`config.mk`:
```
export PLATFORM = sky130hd
export DESIGN_NAME = chunked_add_sub
export DESIGN_NICKNAME = d
export VERILOG_FILES = /design/src/rtl/chunked_add_sub.sv
export SDC_FILE = /design/constraint.sdc
export NUM_CORES = 1
export LEC_CHECK = 0
export ABC_AREA = 0
export CAP_MARGIN = 40
export CORE_MARGIN = 10
export CORE_UTILIZATION = 50
export DETAILED_ROUTE_END_ITERATION = 10
export PLACE_DENSITY_LB_ADDON = 0.12
export SLEW_MARGIN = 15
export SYNTH_ARGS = -nofsm -noshare
export SYNTH_HDL_FRONTEND = slang
export SYNTH_SLANG_ARGS = --single-unit
```
`constraint.sdc`:
```
create_clock -name clk -period 2.7 [get_ports clk]
set_input_delay 0.54 -clock clk [delete_from_list [all_inputs] [get_ports clk]]
set_output_delay 0.54 -clock clk [all_outputs]
set_load 0.02 [all_outputs]
```
`src/rtl/chunked_add_sub.sv`:
```
`default_nettype none
// ============================================================================
// Module   : chunked_add_sub
// Purpose  : Multi-cycle add/subtract unit for the RV32I datapath. Operands
//            are summed CHUNK_SIZE bits per cycle through a registered carry,
//            so the carry path never spans more than one chunk. Produces
//            carry, signed overflow, zero and negative flags. Valid/ready
//            handshake on both sides; one operation in flight at a time.
// Options  : `define CHUNKED_ADD_SUB_SAT_EN to replace an overflowing result
//            with the signed saturation value (flags follow the saturated
//            value, carry is unaffected).
// Revision : 1.0 - initial release
// ============================================================================
module chunked_add_sub #(
  parameter int NUM_SIZE   = 32,
  parameter int CHUNK_SIZE = 8
) (
  input  logic                clk,
  input  logic                rstN,
  input  logic                inValid,
  output logic                inReady,
  input  logic                add,
  input  logic [NUM_SIZE-1:0] dIn0,
  input  logic [NUM_SIZE-1:0] dIn1,
  output logic                outValid,
  input  logic                outReady,
  output logic [NUM_SIZE-1:0] dOut,
  output logic                carry,
  output logic                overflow,
  output logic                zero,
  output logic                negative
);

  // --------------------------------------------------------------------------
  // Derived sizes and state encoding
  // --------------------------------------------------------------------------
  localparam int NUM_CHUNKS = NUM_SIZE / CHUNK_SIZE;
  localparam int CNT_W      = (NUM_CHUNKS > 1) ? $clog2(NUM_CHUNKS) : 1;

  localparam logic [CNT_W-1:0] c_last_chunk = CNT_W'(NUM_CHUNKS - 1);
  localparam logic [CNT_W-1:0] c_cnt_one    = CNT_W'(1);

  localparam logic [1:0] c_state_idle = 2'd0;
  localparam logic [1:0] c_state_busy = 2'd1;
  localparam logic [1:0] c_state_done = 2'd2;

  // A width that does not split evenly into chunks cannot be processed.
  generate
    if ((CHUNK_SIZE < 1) || ((NUM_SIZE % CHUNK_SIZE) != 0)) begin : g_bad_chunk_size
      $error("chunked_add_sub: NUM_SIZE must be a positive multiple of CHUNK_SIZE");
    end
  endgenerate

  // --------------------------------------------------------------------------
  // State
  // --------------------------------------------------------------------------
  logic [1:0]          state_q,  state_d;
  logic [CNT_W-1:0]    cnt_q,    cnt_d;
  // Operand registers shift right one chunk per BUSY cycle so the chunk being
  // summed is always in the low bits; no variable part-select is needed.
  logic [NUM_SIZE-1:0] a_q,      a_d;
  logic [NUM_SIZE-1:0] b_q,      b_d;
  // Sum bits enter at the top and shift down; after NUM_CHUNKS cycles the
  // first chunk has reached bit 0 and the result is aligned.
  logic [NUM_SIZE-1:0] acc_q,    acc_d;
  logic                cy_q,     cy_d;
  // Sign bits of A and effective B, kept for the overflow decision because
  // the operand registers are consumed by the shifting.
  logic                a_msb_q,  a_msb_d;
  logic                b_msb_q,  b_msb_d;
  // Presented result and flags, loaded once when the last chunk completes.
  logic [NUM_SIZE-1:0] dout_q,   dout_d;
  logic                carry_q,  carry_d;
  logic                ovf_q,    ovf_d;
  logic                zero_q,   zero_d;
  logic                neg_q,    neg_d;

  // --------------------------------------------------------------------------
  // Chunk datapath
  // --------------------------------------------------------------------------
  logic [CHUNK_SIZE:0]   w_chunk_sum;
  logic [NUM_SIZE-1:0]   w_a_shift;
  logic [NUM_SIZE-1:0]   w_b_shift;
  logic [NUM_SIZE-1:0]   w_acc_shift;
  logic                  w_ovf;
  logic [NUM_SIZE-1:0]   w_final;

  // One chunk of A plus one chunk of effective B plus the registered carry.
  assign w_chunk_sum = {1'b0, a_q[CHUNK_SIZE-1:0]}
                     + {1'b0, b_q[CHUNK_SIZE-1:0]}
                     + {{CHUNK_SIZE{1'b0}}, cy_q};

  generate
    if (NUM_CHUNKS == 1) begin : g_single_chunk
      // Whole word handled in one step: nothing remains to shift.
      assign w_a_shift   = '0;
      assign w_b_shift   = '0;
      assign w_acc_shift = w_chunk_sum[CHUNK_SIZE-1:0];
    end else begin : g_multi_chunk
      assign w_a_shift   = {{CHUNK_SIZE{1'b0}}, a_q[NUM_SIZE-1:CHUNK_SIZE]};
      assign w_b_shift   = {{CHUNK_SIZE{1'b0}}, b_q[NUM_SIZE-1:CHUNK_SIZE]};
      assign w_acc_shift = {w_chunk_sum[CHUNK_SIZE-1:0], acc_q[NUM_SIZE-1:CHUNK_SIZE]};
    end
  endgenerate

  // Signed overflow: like-signed operands producing a result of the other sign.
  // Only meaningful on the last BUSY cycle, when w_acc_shift is the full sum.
  assign w_ovf = (a_msb_q == b_msb_q) && (w_acc_shift[NUM_SIZE-1] != a_msb_q);

`ifdef CHUNKED_ADD_SUB_SAT_EN
  // On overflow clamp toward the sign of A (the true result's sign).
  assign w_final = !w_ovf   ? w_acc_shift :
                   a_msb_q  ? {1'b1, {(NUM_SIZE-1){1'b0}}} :
                              {1'b0, {(NUM_SIZE-1){1'b1}}};
`else
  assign w_final = w_acc_shift;
`endif

  // --------------------------------------------------------------------------
  // Next-state logic: accept in IDLE, one chunk per BUSY cycle, hold in DONE
  // --------------------------------------------------------------------------
  always_comb begin
    state_d = state_q;
    cnt_d   = cnt_q;
    a_d     = a_q;
    b_d     = b_q;
    acc_d   = acc_q;
    cy_d    = cy_q;
    a_msb_d = a_msb_q;
    b_msb_d = b_msb_q;
    dout_d  = dout_q;
    carry_d = carry_q;
    ovf_d   = ovf_q;
    zero_d  = zero_q;
    neg_d   = neg_q;

    case (state_q)
      c_state_idle: begin
        if (inValid) begin
          // Subtraction is A + ~B + 1: invert B and seed the carry with 1.
          a_d     = dIn0;
          b_d     = add ? dIn1 : ~dIn1;
          cy_d    = ~add;
          a_msb_d = dIn0[NUM_SIZE-1];
          b_msb_d = add ? dIn1[NUM_SIZE-1] : ~dIn1[NUM_SIZE-1];
          cnt_d   = '0;
          state_d = c_state_busy;
        end
      end

      c_state_busy: begin
        a_d   = w_a_shift;
        b_d   = w_b_shift;
        acc_d = w_acc_shift;
        cy_d  = w_chunk_sum[CHUNK_SIZE];
        if (cnt_q == c_last_chunk) begin
          dout_d  = w_final;
          carry_d = w_chunk_sum[CHUNK_SIZE];
          ovf_d   = w_ovf;
          zero_d  = (w_final == '0);
          neg_d   = w_final[NUM_SIZE-1];
          state_d = c_state_done;
        end else begin
          cnt_d = cnt_q + c_cnt_one;
        end
      end

      c_state_done: begin
        // Result and flags are held in registers until the consumer takes them.
        if (outReady) begin
          state_d = c_state_idle;
        end
      end

      default: begin
        state_d = c_state_idle;
      end
    endcase
  end

  // --------------------------------------------------------------------------
  // State registers with synchronous active-low reset
  // --------------------------------------------------------------------------
  always_ff @(posedge clk) begin
    if (!rstN) begin
      state_q <= c_state_idle;
      cnt_q   <= '0;
      a_q     <= '0;
      b_q     <= '0;
      acc_q   <= '0;
      cy_q    <= 1'b0;
      a_msb_q <= 1'b0;
      b_msb_q <= 1'b0;
      dout_q  <= '0;
      carry_q <= 1'b0;
      ovf_q   <= 1'b0;
      zero_q  <= 1'b0;
      neg_q   <= 1'b0;
    end else begin
      state_q <= state_d;
      cnt_q   <= cnt_d;
      a_q     <= a_d;
      b_q     <= b_d;
      acc_q   <= acc_d;
      cy_q    <= cy_d;
      a_msb_q <= a_msb_d;
      b_msb_q <= b_msb_d;
      dout_q  <= dout_d;
      carry_q <= carry_d;
      ovf_q   <= ovf_d;
      zero_q  <= zero_d;
      neg_q   <= neg_d;
    end
  end

  // --------------------------------------------------------------------------
  // Outputs
  // --------------------------------------------------------------------------
  assign inReady  = (state_q == c_state_idle);
  assign outValid = (state_q == c_state_done);
  assign dOut     = dout_q;
  assign carry    = carry_q;
  assign overflow = ovf_q;
  assign zero     = zero_q;
  assign negative = neg_q;

endmodule
`default_nettype wire

```
Word-level counts from Yosys, hierarchy flattened
Index checks and enable logic that the tools add are counted.

$add $sub $neg: 3. Eq/ne operators: 9. Mux-type cells: 15. Bitwise logic cells: 3. Reductions and logical operators: 9.

Operators by type and width (count): case mux 32 bit (2 select lines) (2); 2-to-1 mux 32 bit (3); zero test 32 bit (1); NOT 32 bit (1); 2-to-1 mux 2 bit (5); adder 8 x 8 -> 9 bit (1); adder 9 x 1 -> 9 bit (1); != test 2 bit, second input constant (3); case mux 2 bit (3 select lines) (1); AND reduction 2 bit (3); AND reduction 3 bit (2); == test 2 bit, second input constant (2); case mux 2 bit (2 select lines) (1); adder 2 x 1 -> 2 bit, second input constant (1); == test 2 x 1 -> 1 bit, second input constant (1); zero test 2 bit (1); 2-to-1 mux 1 bit (2); != test 2 x 1 -> 1 bit, second input constant (1); NOT 1 bit (2); case mux 1 bit (2 select lines) (1); nonzero test 2 bit (1); == test 1 bit (1); logical AND 1 bit (1); != test 1 bit (1).

Bits in registers: 139. Output and inout bits: 38.

Logic depth before layout (Yosys ltp)
Gate-level depths: netlist of run 1.

Depth after elaboration: 4. Mapped depth: 8. Depth with buffers taken out: 8.

Worst setup path after synthesis of run 1
No wires, ideal clock.

Path kind: flip-flop to flip-flop. From: register a_q[0]. To: register ovf_q (netlist: overflow). Library setup time: 0.074 ns. Arrival time: 2.223 ns. Required time: 2.626 ns. Setup slack: 0.403 ns. Stages on the path, launching flop included: 8. Cells stage by stage: dfxtp_1 fa_1 a211oi_2 o21bai_2 a2111oi_4 nor3b_1 or4_1 a31oi_1.

Cells in the longest elaborated chain, start to end: 4.

RTL lines: start: declaration (line 61) `logic [NUM_SIZE-1:0] a_q, a_d;`; start signal: assignment (line 188) `a_q <= '0;`; start signal: assignment (line 202) `a_q <= a_d;`; adder 8 x 8 -> 9 bit (line 90) `+ {1'b0, b_q[CHUNK_SIZE-1:0]}`; adder 9 x 1 -> 9 bit (line 91) `+ {{CHUNK_SIZE{1'b0}}, cy_q};`; != test 1 bit (line 108) `assign w_ovf = (a_msb_q == b_msb_q) && (w_acc_shift[NUM_SIZE-1] != a_msb_q);`; logical AND 1 bit (line 108); end signal: assignment (line 210) `ovf_q <= ovf_d;`; end: declaration (line 74) `logic ovf_q, ovf_d;`.

No other way between the ends. A chain may end at the register's enable or synchronous reset.

Worst setup path in the final report of run 1
From: register a_q[0]. To: register carry_q (netlist: carry).

Cells in the longest elaborated chain, start to end: 2.

RTL lines: adder 8 x 8 -> 9 bit (line 90); adder 9 x 1 -> 9 bit (line 91); end signal: assignment (line 209) `carry_q <= carry_d;`; end: declaration (line 73) `logic carry_q, carry_d;`.

No other way between the ends.

==> impl_summary.log, run 1 <==
INFO  metric outcome = complete, no violations
INFO  metric critPathMaxStageDelay = about 0.47 ns
INFO  metric clock-sinks = 130
INFO  metric floorplan.core_area = 11300 um2
INFO  metric grt_antenna_before_repair = 0
INFO  metric wl_per_cell = 16.2 um
INFO  metric grt_pass1_vias = between 4000 and 5000
INFO  metric synth.largest_area_cell = dfxtp_1
INFO  metric async_reset_ff_share = 0%
INFO  metric timing.final.ws_setup = around 0.24 ns
INFO  metric grt_use_total = 17.5%
INFO  metric fp.dieArea = 16100 um2
INFO  metric final_net_count = approximately 810
INFO  metric post_route_cell_area = between 7000 and 8000 um2
INFO  metric drt_first_iter_violations = roughly 660
INFO  metric gr_ovfl_total = 0
INFO  metric cp_max_fo = 3
INFO  metric insertedDiodeCount = 0
INFO  metric max_freq = between 400 and 500 MHz
INFO  metric synth.area.top_cells = dfxtp_1 45%, nand2_1 11%, a21boi_0 6.7%
INFO  metric cts_resized = 0
INFO  metric placed_area = around 6900 um2
INFO  metric top_level_ports = roughly 110
INFO  metric finalWorstPathRequiredPeriod = between 2 and 2.5 ns
INFO  metric die_height = 127 um
INFO  metric worstPathCellList = fa_1, fa_1, a211oi_1, or2_2, a21oi_1, o21ai_0, nand3b_1, o211a_1
INFO  metric timing.setup.tns = 0 ns
INFO  metric grt_max_degree = ~130
INFO  metric cts_buffer_depth = 2
INFO  metric count_of_flip_flops_with_a_built_in_enable_after_synthesis = 0
INFO  metric worstHoldPathType = flop to flop
INFO  metric 1st_pass_router_iterations = 6
INFO  metric numPortBuffers = 106
INFO  metric worstMarginPinSlew = ~0.75 ns
INFO  metric synth.yosys.warnings = 0
INFO  metric wire_length_of_the_first_global_routing_pass = about 24 mm
INFO  metric top_post_synthesis_cells_by_count = 163 x nand2_1, 130 x dfxtp_1, 51 x a21boi_0, 43 x nor2b_1, 41 x clkbuf_1
INFO  metric via_per_inst = 5.55
INFO  metric wl = 14.3 mm
INFO  metric antenna_left = 0
INFO  metric post_synthesis_net_count = slightly above 700
INFO  metric critPathCaptureType = flop
INFO  metric detailedPlacementHpwl = around 10 mm
INFO  metric cts_root_buf = clkbuf_16
INFO  metric slowest_stage = fa_1
INFO  metric grt_setup_unrepaired = false
INFO  metric cp_common_cell = fa_1
INFO  metric yosys.cell_count.top_type = nand2_1
INFO  metric post_cts_buffers = 0
INFO  metric routed-via-count = approximately 4900
INFO  metric route.detailed.drc = 0
INFO  metric ratio_of_cells_with_drive_above_1_in_the_final_layout = around 6.4%
INFO  metric critPathLaunchType = flop
INFO  metric ctsHoldBuffers = 0
INFO  metric finClkSkew = approximately 0.0084 ns
INFO  metric max-slew-margin-rel = 49.7%
INFO  metric share_of_the_core_filled_with_cells = approximately 66%
INFO  metric criticalPathCategory = flop to flop
INFO  metric count_of_fill_cells_added_during_filler_insertion = a little under 1000
INFO  metric worst-endpoint-arrival = roughly 2.8 ns
INFO  metric mappedNetlistArea = approximately 5700 um2
INFO  metric postSynthCellCount = ~650
INFO  metric cts-buffers-inserted = 17
INFO  metric critPathRequiredTime = ~3 ns
INFO  metric avgSynthCellArea = a little under 9 um2
INFO  metric fin_worst_hold_slack = 0.462 ns
INFO  metric path_clk_slew = about 0.050 ns
INFO  metric yosys.cell_types.count = 45
INFO  metric dominant_register_cell_in_the_synthesized_netlist = dfxtp_1
INFO  metric die_w = approximately 130 um
INFO  metric placementRows = 39
INFO  metric p_leak = 2.89 nW
INFO  metric initial_utilization = 50.6%
INFO  metric tritoncts_clock_tree = built
INFO  metric setup_violations = 0
INFO  metric timing.max_cap.violations = 0
INFO  metric htreeDepth = 4
INFO  metric final.period_utilization = approximately nine tenths
INFO  metric powerDensity = about 640 nW/um2
INFO  metric synth.ff_latch_count = 130
INFO  metric slew_violations = 0
INFO  metric vdd.ir_drop.worst = 392 uV
INFO  metric gpl.final_weighted_congestion = around 0.86
INFO  metric synth_top_area_share = between 40 and 50%
INFO  metric finalHoldViolCount = 0
INFO  metric area_growth_syn_to_layout = 29.7%
INFO  metric worst_skew_pair.late_latency = between 0.4 and 0.5 ns
INFO  metric worst_slack_at_placement = roughly 0.23 ns
INFO  metric yosysSeqAreaShare = between 40% and 50%
[state kept, by name, indices dropped and copies added (netlist names), 2 cells and up]
| signal | count |
|---|---|
| state_q | 2 |
| b_q | 32 |
| a_q | 32 |
| cnt_q | 2 |
| dOut | 32 |
| acc_q | 24 |
[metrics by stage]
step / std cells / total power (W)
after floorplan: 648 / 0.00248
after global placement: 852 / 0.00269
after detailed placement: 852 / 0.00270
after CTS: 882 / 0.00482
after global routing: 882 / 0.00496
final: 882 / 0.00478
[kinds of logic (layout without fill, tap and decap cells)]
group | count (synthesis) | count (layout) | share of synthesized area [%]
buffers and inverters | 55 | 146 | 3.69
muxes | 1 | 1 | 0.175
adders and majority gates | 10 | 10 | 2.45
AOI/OAI and AO/OA | 145 | 145 | 21.3
DFF | 130 | 130 | 45.5
xor gates and xnor gates | 35 | 35 | 5.36
and+or+nand+nor | 272 | 272 | 21.5
[worst max-delay path, delay by kind of cell (launching register included)]
kind            cells  cell delay [ns]
flops               1             0.32
fa+ha+maj           2             0.89
simple gates        2             0.31
compound gates      4             0.83
[final timing paths]
check        slack (ns)                     to                  start  cells after the start
max reg2reg        0.24     carry$_SDFFE_PN0P_    a_q[0]$_SDFFE_PN0P_                      8
min                0.46  dOut[19]$_SDFFE_PN0P_  dOut[19]$_SDFFE_PN0P_                      2
max                0.24     carry$_SDFFE_PN0P_    a_q[0]$_SDFFE_PN0P_                      8
min reg2reg        0.46  dOut[19]$_SDFFE_PN0P_  dOut[19]$_SDFFE_PN0P_                      2
[metal layers]
layer | GRT usage [%] | wire length [um]
met5 | 0 | 0
met4 | 6.23 | 210
met3 | 4.76 | 772
met2 | 29.4 | 7050
met1 | 21.0 | 6220
[layout make-up]
type                    instances  area, um2  share of cell area (%)
multi-input cells             463       2930                    39.5
repair buffers                115       1160                    15.6
clock inverters                 5       52.6                   0.708
clock buffers                  25        495                    6.68
well taps                     143        179                    2.41
flip-flops and latches        130       2600                    35.1
inverters                       1       3.75                  0.0506
[power by group]
part           switching (W)  internal [W]
combinational       0.000285      0.000296
sequential         0.0000695       0.00201
clock               0.000769       0.00135
total                0.00112       0.00365
[placed cells by master (no fill, tap or decap), drive strengths merged, types with 2 or more instances in the layout]
cell type	netlist	layout
clkinv	0	3
xnor2	34	34
and2	5	5
buf	13	11
dfxtp	130	130
nor3	2	2
nand3	28	28
clkbuf	41	25
nand2	163	163
nor2b	43	43
a22oi	14	14
a21boi	51	51
a222oi	24	24
a211oi	3	3
o21bai	3	3
nor2	13	13
a21oi	3	3
nor4	6	6
o211a	29	29
nor3b	2	2
clkdlybuf4s50	0	104
fa	2	2
ha	8	8
o21ai	11	11
nand3b	2	2
or2	3	3
Power figures use the tool's default switching activity.
==> run 2: changes to the inputs <==
--- a/config.mk
+++ b/config.mk
@@ -8,8 +8,9 @@
 export ABC_AREA = 0
 export CAP_MARGIN = 40
 export CORE_MARGIN = 10
-export CORE_UTILIZATION = 50
+export CORE_UTILIZATION = 52
 export DETAILED_ROUTE_END_ITERATION = 10
+export HOLD_SLACK_MARGIN = 0.12
 export PLACE_DENSITY_LB_ADDON = 0.12
 export SLEW_MARGIN = 15
 export SYNTH_ARGS = -nofsm -noshare
==> run 2 against run 1 <==
  * Combinational power about the same
  * Routed wire length increased by 1.1%
  * Cell area increased by 0.83%
  * Critical path depth unchanged
  * Utilization increased by 3.8 points
  * First-iteration DRC count decreased by 24%
  * Register-to-register slack got worse by 0.096 ns
  * Sequential cell count unchanged
  * Non-clock buffer count unchanged
  * Count of clock-buffer cells in the layout decreased by 5
  * Power increased by 5.7%
  * Fmax decreased by 3.7%
  * Critical path type unchanged
  * Critical endpoint unchanged
  * Largest cell class unchanged
  * Largest power group unchanged
==> impl_summary.log, run 2 (synthesized netlist as in run 1, its figures left out) <==
INFO  metric outcome = complete, no violations (unchanged)
INFO  metric most-common-layout-cells = 163 x nand2_1, 130 x dfxtp_1, 104 x clkdlybuf4s50_1, 51 x a21boi_0, 42 x nor2b_1 (unchanged)
INFO  metric r2r_end = carry$_SDFFE_PN0P_ (unchanged)
INFO  metric placementRows = 38 (was 39)
INFO  metric path_clk_slew = 0.06 ns (was 0.05 ns)
INFO  metric die_height = 125 um (was 127 um)
INFO  metric net-switching-power = 0.00119 W (was 0.00112 W)
INFO  metric grt_use_total = 18.2% (was 17.5%)
INFO  metric die_w = 125 um (was 127 um)
INFO  metric seq_power_share = 41.2% (was 43.5%)
INFO  metric cts_resized = 0 (unchanged)
INFO  metric vdd.ir_drop.worst = 339 uV (was 392 uV)
INFO  metric pint = 0.00385 W (was 0.00365 W)
INFO  metric netSwitchingFraction = 23.6% (was 23.5%)
INFO  metric via_per_inst = 5.56 (was 5.55)
INFO  metric cp_common_cell = fa_1 (unchanged)
INFO  metric cts-buffers-inserted = 17 (unchanged)
INFO  metric drt_first_iter_violations = 503 (was 658)
INFO  metric timing.setup.tns = 0 ns (unchanged)
INFO  metric worstPathCellList = fa_1, fa_1, a211oi_1, or2_2, a21oi_1, o21ai_0, nand3b_1, o211a_1 (unchanged)
INFO  metric post_cts_buffers = 0 (unchanged)
INFO  metric worst-endpoint-arrival = 2.96 ns (was 2.76 ns)
INFO  metric layout.cells.most_common = nand2_1 (unchanged)
INFO  metric reg2regPathDepth = 8 (unchanged)
INFO  metric grt_pass1_vias = 4913 (was 4779)
INFO  metric numPortBuffers = 106 (unchanged)
INFO  metric worstHoldPathType = input port to flop (was flop to flop)
INFO  metric max-slew-margin-rel = 48.1% (was 49.7%)
INFO  metric wire_length_of_the_first_global_routing_pass = 24.1 mm (was 23.6 mm)
INFO  metric insertedDiodeCount = 0 (unchanged)
INFO  metric p_comb_share = 11.5% (was 12.1%)
INFO  metric slew_violations = 0 (unchanged)
INFO  metric timing.hold.worst.start = rstN (was dOut[19]$_SDFFE_PN0P_)
INFO  metric initial_utilization = 53.0% (was 50.6%)
INFO  metric wl = 14.4 mm (was 14.3 mm)
INFO  metric floorplan.core_area = 10800 um2 (was 11300 um2)
INFO  metric critPathMaxStageDelay = 0.47 ns (about the same)
INFO  metric powerDensity = 675 nW/um2 (was 644 nW/um2)
INFO  metric worstMarginPinSlew = 0.779 ns (was 0.755 ns)
INFO  metric fp.dieArea = 15600 um2 (was 16100 um2)
INFO  metric grt_max_degree = 73 (was 133)
INFO  metric wl_per_cell = 16.4 um (was 16.2 um)
INFO  metric gpl.final_weighted_congestion = 0.859 (was 0.861)
INFO  metric critPathLaunchType = flop (unchanged)
INFO  metric critPathRequiredTime = 3.11 ns (was 2.99 ns)
INFO  metric detailedPlacementHpwl = 9.82 mm (was 9.74 mm)
INFO  metric final.period_utilization = 94.7% (was 91.2%)
INFO  metric clock-sinks = 130 (unchanged)
INFO  metric grt_setup_unrepaired = false (unchanged)
INFO  metric worst_skew_pair.late_latency = 0.51 ns (was 0.41 ns)
INFO  metric max_freq = 391 MHz (was 406 MHz)
INFO  metric critical_path.reg2reg.startpoint = a_q[0]$_SDFFE_PN0P_ (unchanged)
INFO  metric timing.reg2reg.setup_slack = 0.14 ns (was 0.24 ns)
INFO  metric area_growth_syn_to_layout = 30.7% (was 29.7%)
INFO  metric route.detailed.drc = 0 (unchanged)
INFO  metric count_of_fill_cells_added_during_filler_insertion = 896 (was 963)
INFO  metric htreeDepth = 4 (unchanged)
INFO  metric routed-via-count = 4896 (was 4892)
INFO  metric cts_root_buf = clkbuf_8 (was clkbuf_16)
INFO  metric cts_buffer_depth = 2 (unchanged)
INFO  metric cp_max_fo = 3 (unchanged)
INFO  metric timing.max_cap.violations = 0 (unchanged)
INFO  metric p_leak = 2.92 nW (was 2.89 nW)
INFO  metric worst_hold_path.num_cells = 2 (unchanged)
INFO  metric setup_violations = 0 (unchanged)
INFO  metric slowest_stage = fa_1 (unchanged)
INFO  metric finClkSkew = 0.00681 ns (was 0.00841 ns)
INFO  metric ctsHoldBuffers = 0 (unchanged)
INFO  metric ratio_of_cells_with_drive_above_1_in_the_final_layout = 7.02% (was 6.36%)
INFO  metric critPathCaptureType = flop (unchanged)
INFO  metric 1st_pass_router_iterations = 8 (was 6)
INFO  metric final_net_count = 807 (unchanged)
INFO  metric gr_ovfl_total = 0 (unchanged)
INFO  metric tritoncts_clock_tree = built (unchanged)
INFO  metric finalWorstPathRequiredPeriod = 2.56 ns (was 2.46 ns)
INFO  metric finalHoldViolCount = 0 (unchanged)
INFO  metric grt_antenna_before_repair = 0 (unchanged)
INFO  metric end_of_the_worst_hold_path = acc_q[29]$_SDFFE_PN0P_ (was dOut[19]$_SDFFE_PN0P_)
INFO  metric criticalPathCategory = flop to flop (unchanged)
INFO  metric power.share.clock = 47.3% (was 44.3%)
INFO  metric share_of_the_core_filled_with_cells = 69.3% (was 65.6%)
INFO  metric antenna_left = 0 (unchanged)
INFO  metric top_level_ports = 107 (unchanged)
## run 2: cell type report
cell class                      instances  area [um2]  share of cell area (%)
Clock inverter                         12         180                    2.41
Sequential cell                       130        2600                    34.8
Inverter                                1        3.75                  0.0502
Multi-Input combinational cell        463        2930                    39.2
Timing Repair Buffer                  115        1150                    15.3
Tap cell                              140         175                    2.34
Clock buffer                           20         445                    5.95
## run 2: through the flow
stage / cells / cell area, um2 / setup WS (ns) / power [W] / hold slack, ns
floorplan: 648 / 5720 / 0.403 / 0.00248 / 0.441
global placement: 849 / 6860 / 0.310 / 0.00267 / 0.452
detailed placement: 849 / 6860 / 0.175 / 0.00270 / 0.458
CTS: 881 / 7480 / 0.163 / 0.00508 / 0.415
global route: 881 / 7480 / 0.00280 / 0.00524 / 0.435
finish: 881 / 7480 / 0.142 / 0.00505 / 0.438
## run 2: layer usage
layer | global-route usage [%] | part of all wire (%)
met1 | 21.7 | 43
met2 | 30.9 | 50
met3 | 5.06 | 5.4
met4 | 5.96 | 1.1
met5 | 0 | 0
## run 2: power groups by stage
stage	registers [W]	logic, W	clock network (W)
2_1_floorplan	0.00209	0.000383	0
3_3_place_gp	0.00211	0.000560	0
3_5_place_dp	0.00212	0.000579	0
4_1_cts	0.00208	0.000585	0.00242
5_1_grt	0.00209	0.000647	0.00251
6_report	0.00208	0.000582	0.00239
## run 2: worst max-delay path, delay by kind of cell (launching register included)
family | cells | cell delay (ns)
AO/OA/AOI/OAI | 4 | 0.91
adder cells (fa/ha/maj) | 2 | 0.89
flip-flops | 1 | 0.32
AND/OR/NAND/NOR | 2 | 0.32
## run 2: how the worst max path moves through the flow
| stage | to | slack [ns] | start |
|---|---|---|---|
| floorplan | overflow$_SDFFE_PN0P_ | 0.40 | a_q[0]$_SDFFE_PN0P_ |
| global placement | carry$_SDFFE_PN0P_ | 0.31 | a_q[0]$_SDFFE_PN0P_ |
| detailed placement | carry$_SDFFE_PN0P_ | 0.17 | a_q[0]$_SDFFE_PN0P_ |
| CTS | carry$_SDFFE_PN0P_ | 0.16 | a_q[0]$_SDFFE_PN0P_ |
| global route | acc_q[30]$_SDFFE_PN0P_ | 0.003 | a_q[0]$_SDFFE_PN0P_ |
| finish | carry$_SDFFE_PN0P_ | 0.14 | a_q[0]$_SDFFE_PN0P_ |
==> run 3: changes to the inputs <==
--- a/config.mk
+++ b/config.mk
@@ -12,7 +12,6 @@
 export DETAILED_ROUTE_END_ITERATION = 10
 export HOLD_SLACK_MARGIN = 0.12
 export PLACE_DENSITY_LB_ADDON = 0.12
-export SLEW_MARGIN = 15
 export SYNTH_ARGS = -nofsm -noshare
 export SYNTH_HDL_FRONTEND = slang
 export SYNTH_SLANG_ARGS = --single-unit
==> results of run 3 <==
Same layout as run 2: the final DEF is identical, and so are final timing and power.
